[src/rtl/finder_pattern_scanner_if.sv]
// finder_pattern_scanner_if: scan control, frame BRAM read port and detection results
interface finder_pattern_scanner_if #(
  parameter int HEIGHT = 480,
  parameter int WIDTH  = 480
);
  logic              start_in;
  logic [19:0]       address_out;
  logic              pixel_in;
  logic [WIDTH-1:0]  horz_patterns;
  logic [HEIGHT-1:0] vert_patterns;
  logic              busy_out;
  logic              done_out;
  logic [15:0]       horz_hits_out;
  logic [15:0]       vert_hits_out;
  modport master (
    input  start_in, pixel_in,
    output address_out, horz_patterns, vert_patterns, busy_out, done_out, horz_hits_out, vert_hits_out
  );
  modport slave (
    output start_in, pixel_in,
    input  address_out, horz_patterns, vert_patterns, busy_out, done_out, horz_hits_out, vert_hits_out
  );
endinterface

[src/rtl/finder_pattern_scanner.sv]
// finder_pattern_scanner: row then column scan of the frame BRAM, run-length 1:1:3:1:1 finder detection
module finder_pattern_scanner #(
  parameter int HEIGHT = 480,
  parameter int WIDTH  = 480
) (
  input logic clk_in,
  input logic rst_in,
  finder_pattern_scanner_if.master bus
);
  localparam int MX = WIDTH > HEIGHT ? WIDTH : HEIGHT;
  localparam int CW = $clog2(MX + 2);
  localparam int HI = $clog2(WIDTH);
  localparam int VI = $clog2(HEIGHT);
  localparam int TW = CW + 3;
  typedef enum logic [2:0] {IDLE, HSCAN, HDRAIN, VSCAN, VDRAIN, DONE} state_t;
  state_t state;
  logic [CW-1:0] pos, line, len, last_line, end_pos;
  logic [1:0] drain;
  logic [TW-1:0] t0, t1, t2;
  logic run_col, chk, chg, horz_phase, ratio_ok;
  logic [8:0] run_len, cur_len, w0, w1, w2, w3, w4;
  logic [2:0] runs, runs_base;
  logic signed [13:0] t;
  logic [13:0] center;
  logic [19:0] addr_next;
  function automatic logic near(input logic signed [13:0] d, input logic signed [13:0] tol);
    return (d[13] ? -d : d) <= tol;
  endfunction
  assign len = state == HSCAN ? CW'(WIDTH) : CW'(HEIGHT);
  assign last_line = state == HSCAN ? CW'(HEIGHT - 1) : CW'(WIDTH - 1);
  assign addr_next = state == HSCAN ? 20'(line) * 20'(WIDTH) + 20'(pos) : 20'(pos) * 20'(WIDTH) + 20'(line);
  assign chg = !t2[TW-2] && bus.pixel_in != run_col;
  assign cur_len = (t2[TW-2] || chg) ? 9'd1 : (&run_len ? run_len : run_len + 9'd1);
  assign runs_base = t2[TW-2] ? 3'd0 : runs;
  assign t = 14'(w0) + 14'(w1) + 14'(w2) + 14'(w3) + 14'(w4);
  assign ratio_ok = near(14'd7 * 14'(w0) - t, t >>> 1) && near(14'd7 * 14'(w1) - t, t >>> 1) &&
                    near(14'd7 * 14'(w3) - t, t >>> 1) && near(14'd7 * 14'(w4) - t, t >>> 1) &&
                    near(14'd7 * 14'(w2) - 14'd3 * t, t);
  assign center = 14'(end_pos) - 14'(w4) - 14'(w3) - 14'(w2) + 14'(w2 >> 1);
  assign horz_phase = state == HSCAN || state == HDRAIN;
  // sequencer issues addresses with tags; tagged pixels feed the run encoder; pushes of black runs are checked next cycle
  always_ff @(posedge clk_in or negedge rst_in) begin
    if (!rst_in) begin
      state <= IDLE;
      pos <= '0;
      line <= '0;
      drain <= '0;
      end_pos <= '0;
      t0 <= '0;
      t1 <= '0;
      t2 <= '0;
      run_col <= 1'b0;
      run_len <= '0;
      runs <= '0;
      chk <= 1'b0;
      {w0, w1, w2, w3, w4} <= '0;
      bus.address_out <= '0;
      bus.horz_patterns <= '0;
      bus.vert_patterns <= '0;
      bus.busy_out <= 1'b0;
      bus.done_out <= 1'b0;
      bus.horz_hits_out <= '0;
      bus.vert_hits_out <= '0;
    end else begin
      bus.done_out <= 1'b0;
      t0 <= '0;
      t1 <= t0;
      t2 <= t1;
      chk <= 1'b0;
      case (state)
        IDLE: if (bus.start_in) begin
          state <= HSCAN;
          pos <= '0;
          line <= '0;
          bus.busy_out <= 1'b1;
          bus.horz_patterns <= '0;
          bus.vert_patterns <= '0;
          bus.horz_hits_out <= '0;
          bus.vert_hits_out <= '0;
        end
        HSCAN, VSCAN: if (pos != len) begin
          bus.address_out <= addr_next;
          t0 <= {1'b1, pos == '0, pos == len - 1'b1, pos};
          pos <= pos + 1'b1;
        end else begin
          pos <= '0;
          line <= line == last_line ? '0 : line + 1'b1;
          if (line == last_line) begin
            state <= state == HSCAN ? HDRAIN : VDRAIN;
            drain <= '0;
          end
        end
        HDRAIN, VDRAIN: begin
          drain <= drain + 1'b1;
          if (drain == 2'd2) state <= state == HDRAIN ? VSCAN : DONE;
        end
        default: begin
          bus.done_out <= 1'b1;
          bus.busy_out <= 1'b0;
          state <= IDLE;
        end
      endcase
      if (t2[TW-1]) begin
        run_col <= bus.pixel_in;
        run_len <= cur_len;
        if (chg && t2[TW-3] && !bus.pixel_in) begin
          {w0, w1, w2, w3, w4} <= {w2, w3, w4, run_len, 9'd1};
          runs <= runs_base >= 3'd4 ? 3'd5 : runs_base + 3'd2;
          end_pos <= t2[CW-1:0] + 1'b1;
          chk <= 1'b1;
        end else if (chg || t2[TW-3]) begin
          {w0, w1, w2, w3, w4} <= {w1, w2, w3, w4, chg ? run_len : cur_len};
          runs <= runs_base == 3'd5 ? 3'd5 : runs_base + 3'd1;
          end_pos <= chg ? t2[CW-1:0] : t2[CW-1:0] + 1'b1;
          chk <= chg ? !run_col : !bus.pixel_in;
        end else runs <= runs_base;
      end
      if (chk && runs == 3'd5 && ratio_ok) begin
        if (horz_phase) begin
          if (center < 14'(WIDTH)) bus.horz_patterns[HI'(center)] <= 1'b1;
          if (!(&bus.horz_hits_out)) bus.horz_hits_out <= bus.horz_hits_out + 16'd1;
        end else begin
          if (center < 14'(HEIGHT)) bus.vert_patterns[VI'(center)] <= 1'b1;
          if (!(&bus.vert_hits_out)) bus.vert_hits_out <= bus.vert_hits_out + 16'd1;
        end
      end
    end
  end
endmodule

[src/flat_wrapper.sv]
// flat-port wrapper written by rule: the top's interface ports become plain ports
module finder_pattern_scanner_flat 
#(
  parameter int HEIGHT = 480,
  parameter int WIDTH  = 480
)
  (clk_in, rst_in, bus_start_in, bus_pixel_in, bus_address_out, bus_horz_patterns, bus_vert_patterns, bus_busy_out, bus_done_out, bus_horz_hits_out, bus_vert_hits_out);
  finder_pattern_scanner_if #(.HEIGHT(HEIGHT), .WIDTH(WIDTH)) bus_i ();
  input logic clk_in;
  input logic rst_in;
  input wire logic [$bits(bus_i.start_in)-1:0] bus_start_in;
  input wire logic [$bits(bus_i.pixel_in)-1:0] bus_pixel_in;
  output wire logic [$bits(bus_i.address_out)-1:0] bus_address_out;
  output wire logic [$bits(bus_i.horz_patterns)-1:0] bus_horz_patterns;
  output wire logic [$bits(bus_i.vert_patterns)-1:0] bus_vert_patterns;
  output wire logic [$bits(bus_i.busy_out)-1:0] bus_busy_out;
  output wire logic [$bits(bus_i.done_out)-1:0] bus_done_out;
  output wire logic [$bits(bus_i.horz_hits_out)-1:0] bus_horz_hits_out;
  output wire logic [$bits(bus_i.vert_hits_out)-1:0] bus_vert_hits_out;
  assign bus_i.start_in = bus_start_in;
  assign bus_i.pixel_in = bus_pixel_in;
  assign bus_address_out = bus_i.address_out;
  assign bus_horz_patterns = bus_i.horz_patterns;
  assign bus_vert_patterns = bus_i.vert_patterns;
  assign bus_busy_out = bus_i.busy_out;
  assign bus_done_out = bus_i.done_out;
  assign bus_horz_hits_out = bus_i.horz_hits_out;
  assign bus_vert_hits_out = bus_i.vert_hits_out;
  finder_pattern_scanner #(.HEIGHT(HEIGHT), .WIDTH(WIDTH)) u_core (.clk_in(clk_in), .rst_in(rst_in), .bus(bus_i));
endmodule
[config.mk]
export PLATFORM = sky130hd
export DESIGN_NAME = finder_pattern_scanner_flat
export DESIGN_NICKNAME = d
export VERILOG_FILES = /design/src/rtl/finder_pattern_scanner_if.sv /design/src/rtl/finder_pattern_scanner.sv /design/src/flat_wrapper.sv
export SDC_FILE = /design/constraint.sdc
export NUM_CORES = 2
export LEC_CHECK = 0
export BUFFER_PORTS_ARGS = -buffer_cell sky130_fd_sc_hd__buf_2
export CORE_AREA = 2 2 495 300
export CTS_CLUSTER_DIAMETER = 60
export DETAILED_ROUTE_END_ITERATION = 10
export DIE_AREA = 0 0 497 302
export GPL_TIMING_DRIVEN = 0
export HOLD_SLACK_MARGIN = 0.1
export MAX_ROUTING_LAYER = met4
export SLEW_MARGIN = 10
export SYNTH_ARGS = -nofsm -noshare
export SYNTH_HDL_FRONTEND = slang
export SYNTH_SLANG_ARGS = --single-unit
[constraint.sdc]
create_clock -name clk_in -period 31.9 [get_ports clk_in]
set_input_delay 3.19 -clock clk_in [delete_from_list [all_inputs] [get_ports clk_in]]
set_output_delay 3.19 -clock clk_in [all_outputs]
set_load 0.005 [all_outputs]
# After elaboration in Yosys (flattened, before gate mapping)
# Cells that the tools add are included.
# op_classes
bitwise_logic,3
n_reduce_logical,35
multipliers,8
magnitude_cmp,9
n_addsub,29
eq_ne,15
n_mux,74
# op_table
op,n
$mux W480,10
$or A480 B480 Y480,2
$mux W9,20
$mux W16,10
$mux W14,5
$neg A14 Y14,5
$sub A12 B14 Y14,5
$mul A3 B9 Y12 const A,5
$le A14 B13 Y1,4
$add A14 B9 Y14,3
$add A18 B9 Y19,2
$add A9 B1 Y9 const B,4
$pmux W9 S2,2
$mux W3,11
$add A16 B1 Y16 const B,2
$reduce_and A16 Y1,2
$sub A14 B9 Y14,2
$mul A9 B4 Y13 const B,2
$mux W12,2
$mux W20,1
$eq A9 B9 Y1 const B,2
$add A14 B8 Y14,1
$le A14 B14 Y1,1
$lt A14 B9 Y1 const B,1
37 further kinds,69
# word_totals
inputBits,4
regBits,1141
word_cells,197

# Depth between registers and ports, before layout
# logic_depth
ltp_word,14
depth_mapped,52
mapped_depth_nobuf,45

# Worst setup path after synthesis
# No wires, ideal clock.
# synth_path
path_type,register to register
start,reg u_core.w1[0]
end,reg u_core.bus.horz_patterns[260]
path_slack_ns,21.807
stages_incl_launch_ff,48
required_ns,31.826
t_arrival_ns,10.019
setup_ns,0.074
path_buffers,5
path_cell_list,dfrtp_1 -> ha_1 -> inv_1 -> fa_1 -> inv_1 -> a21oi_1 -> o21ai_0 -> a21oi_1 -> o21bai_1 -> xor2_1 -> fa_1 -> inv_1 -> fa_1 -> inv_1 -> ha_1 -> nor3b_1 -> o21a_1 -> or3_1 -> [12 not listed] -> a31o_2 -> o211ai_1 -> clkbuf_1 -> o21ai_0 -> ha_1 -> nor2b_1 -> o21a_1 -> o21a_1 -> o21ai_0 -> nand2b_1 -> a21o_1 -> a31o_1 -> o21ai_1 -> nand2_1 -> or4b_1 -> buf_6 -> buf_12 -> o21ai_2
# synth_between
elab_chain_cells,14
elab_cells_between_ends,32
classes_between,add/sub (14); mul (2); order compare (5); mux (6); reduce/logical (5)
# synth_lines
item,line,text
from (decl),finder_pattern_scanner.sv:21,"logic [8:0] run_len, cur_len, w0, w1, w2, w3, w4;"
from (signal assigned),finder_pattern_scanner.sv:107,"{w0, w1, w2, w3, w4} <= {w2, w3, w4, run_len, 9'd1};"
from (signal assigned),finder_pattern_scanner.sv:112,"{w0, w1, w2, w3, w4} <= {w1, w2, w3, w4, chg ? run_len : cur_len};"
"parallel branches: the longest is 11 deep, another holds $add A14 B9 Y14",n/a,
$logic_and A1 B1 Y1 (*),finder_pattern_scanner.sv:37,"near(14'd7 * 14'(w3) - t, t >>> 1) && near(14'd7 * 14'(w4) - t, t >>> 1) &&"
$logic_and A1 B1 Y1 (*),finder_pattern_scanner.sv:118,if (chk && runs == 3'd5 && ratio_ok) begin
$mux W480 (*),finder_pattern_scanner.sv:118,
to (signal assigned),finder_pattern_scanner.sv:58,bus.horz_patterns <= '0;
to (signal assigned),finder_pattern_scanner.sv:76,bus.horz_patterns <= '0;
"to (signal, indexed assignment)",finder_pattern_scanner.sv:120,if (center < 14'(WIDTH)) bus.horz_patterns[HI'(center)] <= 1'b1;
to (decl),finder_pattern_scanner_if.sv:17,"output address_out, horz_patterns, vert_patterns, busy_out, done_out, horz_hits_out, vert_hits_out"
# Every way passes the cells marked *.
# A chain may end at the register's enable or synchronous reset.

# Worst setup path after layout
# layout_path
start,reg u_core.w1[1]
end,reg u_core.bus.horz_patterns[186]
# The elaborated chain is that of the path after synthesis.

==> impl_metrics.py <==
metrics = {
    "outcome": {
        "outcome": "completed",
    },
    "clocking": {
        "insertion_delay_ns": 0.79,
        "clock-sinks": 1140,
        "htree_levels": 3,
        "root_buffer": "clkbuf_16",
        "clk_transition_reported_paths_ns": 0.07,
        "cts_hold_buf": 0,
        "cts_tree": "built",
        "cts_resized": 0,
        "cts_buffers": 108,
        "cts_setup_buffers": 0,
        "cts.path.max_buffers": 3,
    },
    "timing": {
        "finalSetupViolCount": 0,
        "worst_pin_slew_ns": 1.34,
        "maxSlewViolCount": 0,
        "period_share_pct": 43.0,
        "finClkSkew_ns": 0.0713,
        "period_minus_slack_ns": 13.71,
        "fmax_ghz": 0.0729,
        "grt_setup_unrepaired": "no",
        "setup_total_negative_slack_ns": 0,
        "hold_viol": 0,
        "slew_headroom_pct": 9.97,
    },
    "logic_synthesis": {
        "synth.yosys.seq_area_share_pct": 49.3,
        "ys.flop_type": "dfrtp_1",
        "synth_fa_ha_area_share_pct": 10.9,
        "synthTopCellsByArea": "dfrtp_1 49%, nand2_1 9.3%, o21ai_0 6.0%, ha_1 5.7%, fa_1 5.2%",
        "yosys_warnings": 0,
        "synth_top_area_share_pct": 49.3,
        "synth-xor-area-share_pct": 2.93,
        "synth_largest_area_cell": "dfrtp_1",
        "yosys_register_bits": 1140,
        "synth_compound_area_share_pct": 15.6,
        "synth_area_um2": 57900,
        "syn-num-nets": 6514,
        "muxShareOfSynthArea_pct": 1.10,
        "synth_edf_count": 0,
        "synth_common_cells": "1431 x nand2_1, 1140 x dfrtp_1, 691 x o21ai_0, 405 x o21ai_1, 316 x inv_1",
        "ys_types": 93,
        "ys_async_sr_fraction_pct": 100,
        "synthCells": 6096,
        "yosys.area_share.simple_pct": 15.0,
        "synth.most_common_cell": "nand2_1",
        "syn_avg_cell_area_um2": 9.50,
        "synth_top_family_by_area": "compound AO/OA/AOI/OAI gates",
    },
    "setup_path": {
        "cp_slowest_cell": "clkbuf_1",
        "critPathRequiredTime_ns": 32.56,
        "crit_type": "reg -> reg",
        "cpPeakStageDelay_ns": 0.98,
        "worstRegToRegCells": 45,
        "cp_max_fo": 10,
        "crit_top_cell": "inv_1",
        "r2r_start": "u_core.w1[1]$_DFFE_PN0P_",
        "crit_arrival_ns": 14.37,
        "start_kind": "register",
        "startpoint": "u_core.w1[1]$_DFFE_PN0P_",
        "crit_path_end_kind": "register",
    },
    "route": {
        "vias": 51000,
        "vias_per_cell": 5.49,
        "drt_wl_total_um": 232000,
        "drtIter0Drc": 5038,
        "routedWlPerCell_um": 24.9,
        "ant_nets": 0,
        "drc": 0,
        "drtPass1Iterations": 6,
    },
    "global_route": {
        "grt.total_usage_pct": 31.0,
        "grt-ovfl-total": 0,
        "grt_pass1_wl_um": 335000,
        "grt_antenna_before_repair": 12,
        "grt_pass1_vias": 48500,
        "grt_max_degree": 150,
    },
    "die": {
        "floorplan.die_area_um2": 150000,
        "io_pins": 1018,
        "start_util_pct": 39.6,
        "core_um2": 146000,
        "die_y_um": 302,
        "row_count": 109,
        "fp.dieW_um": 497,
    },
    "job": {
        "cap_violations": 0,
    },
    "min_path": {
        "holdPathStages": 0,
        "worstHoldStart": "u_core.t1[1]$_DFF_PN0_",
        "hold_path_class": "reg -> reg",
    },
    "placed_design": {
        "dpl_cell_area_um2": 65900,
        "dp_hpwl_um": 181000,
        "port_buffers": 1016,
        "numPlacedInstances": 9082,
        "place_congestion": 0.970,
    },
    "layout": {
        "area_growth_pct": 20.3,
        "fin_nets": 7668,
        "fill_cells": 13900,
        "drive_above_1_share_pct": 19.6,
        "fin_cells": 9286,
        "postLayoutCellArea_um2": 69600,
    },
}
-- flip-flops by register name, summed over array words and instances (netlist names) --
signal and count:
u_core.bus.address_out 19, u_core.bus.busy_out 1, u_core.bus.done_out 1, u_core.bus.horz_hits_out 16, u_core.bus.horz_patterns 480, u_core.bus.vert_hits_out 16
u_core.bus.vert_patterns 480, u_core.chk 1, u_core.drain 2, u_core.end_pos 9, u_core.line 9, u_core.pos 9
u_core.run_col 1, u_core.run_len 9, u_core.runs 3, u_core.state 3, u_core.t0 12, u_core.t1 12
u_core.t2 12, u_core.w0 9, u_core.w1 9, u_core.w2 9, u_core.w3 9, u_core.w4 9
-- cells by family after synthesis --
family | count (synthesis)
simple gates | 2054
compound gates | 1584
flops | 1140
buf+inv | 653
fa+ha+maj | 416
xor+xnor | 185
mux | 63
other cells | 1
-- final timing paths --
path,endpoint,slack [ns]
hold reg to reg,u_core.t2[1]$_DFF_PN0_,0.35
setup / recovery,u_core.bus.horz_patterns[186]$_DFF_PN0_,18.19
min in group asynchronous,u_core.bus.horz_patterns[394]$_DFF_PN0_,2.37
hold / removal,u_core.t2[1]$_DFF_PN0_,0.35
setup reg to reg,u_core.bus.horz_patterns[186]$_DFF_PN0_,18.19
max in group asynchronous,u_core.bus.vert_patterns[2]$_DFF_PN0_,27.03
-- per-stage QoR --
step           hold slack [ns]  utilization, %  setup slack [ns]
6_report                 0.348            47.7             18.19
5_1_grt                  0.353            47.7             17.42
4_1_cts                  0.352            47.6             18.45
3_5_place_dp             0.337            45.1             18.53
3_3_place_gp             0.333            44.8              2.19
2_1_floorplan            0.331               -             21.81
-- final cells by class --
type / instances / area [µm²] / area share [%]
Timing Repair Buffer: 1044 / 5490 / 7.89
Antenna cell: 3 / 7.51 / 0.0108
Sequential cell: 1140 / 28500 / 41.0
Tap cell: 1942 / 2430 / 3.49
Buffer: 335 / 1750 / 2.51
Clock inverter: 50 / 636 / 0.913
Inverter: 318 / 1190 / 1.71
Clock buffer: 151 / 3020 / 4.34
Multi-Input combinational cell: 4303 / 26600 / 38.2
-- cell usage in the layout, fill, tap and decap left out, types with 46 or more instances in the layout --
| cell | n |
|---|---|
| xnor2_1 | 124 |
| clkbuf_1 | 286 |
| mux2i_1 | 59 |
| inv_1 | 316 |
| nor2_1 | 202 |
| o21ai_2 | 80 |
| nand3_1 | 113 |
| dfrtp_1 | 1140 |
| ha_1 | 263 |
| o21ai_0 | 691 |
| buf_2 | 1023 |
| and3_1 | 46 |
| a21o_1 | 62 |
| a21oi_1 | 130 |
| buf_6 | 50 |
| o21ai_1 | 405 |
| nand2_1 | 1431 |
| clkbuf_16 | 108 |
| fa_1 | 151 |
| xor2_1 | 54 |
-- worst max-delay path, delay by kind of cell, from the launching register on --
kind	cells	cell delay, ns
compound gates	19	4.32
fa+ha+maj	8	3.48
flops	1	0.52
xor+xnor	2	1.05
simple gates	4	0.63
buf+inv	12	3.53
-- layer usage --
layer  part of all wire (%)  track usage [%]
met5                      0                -
met4                    4.6             12.0
met3                    8.9             7.47
met2                     43             43.5
met1                     44             43.2
Power is left out: the tool's default activity adds up to more than one toggle a clock period on the data nets, which glitch-free logic cannot reach.
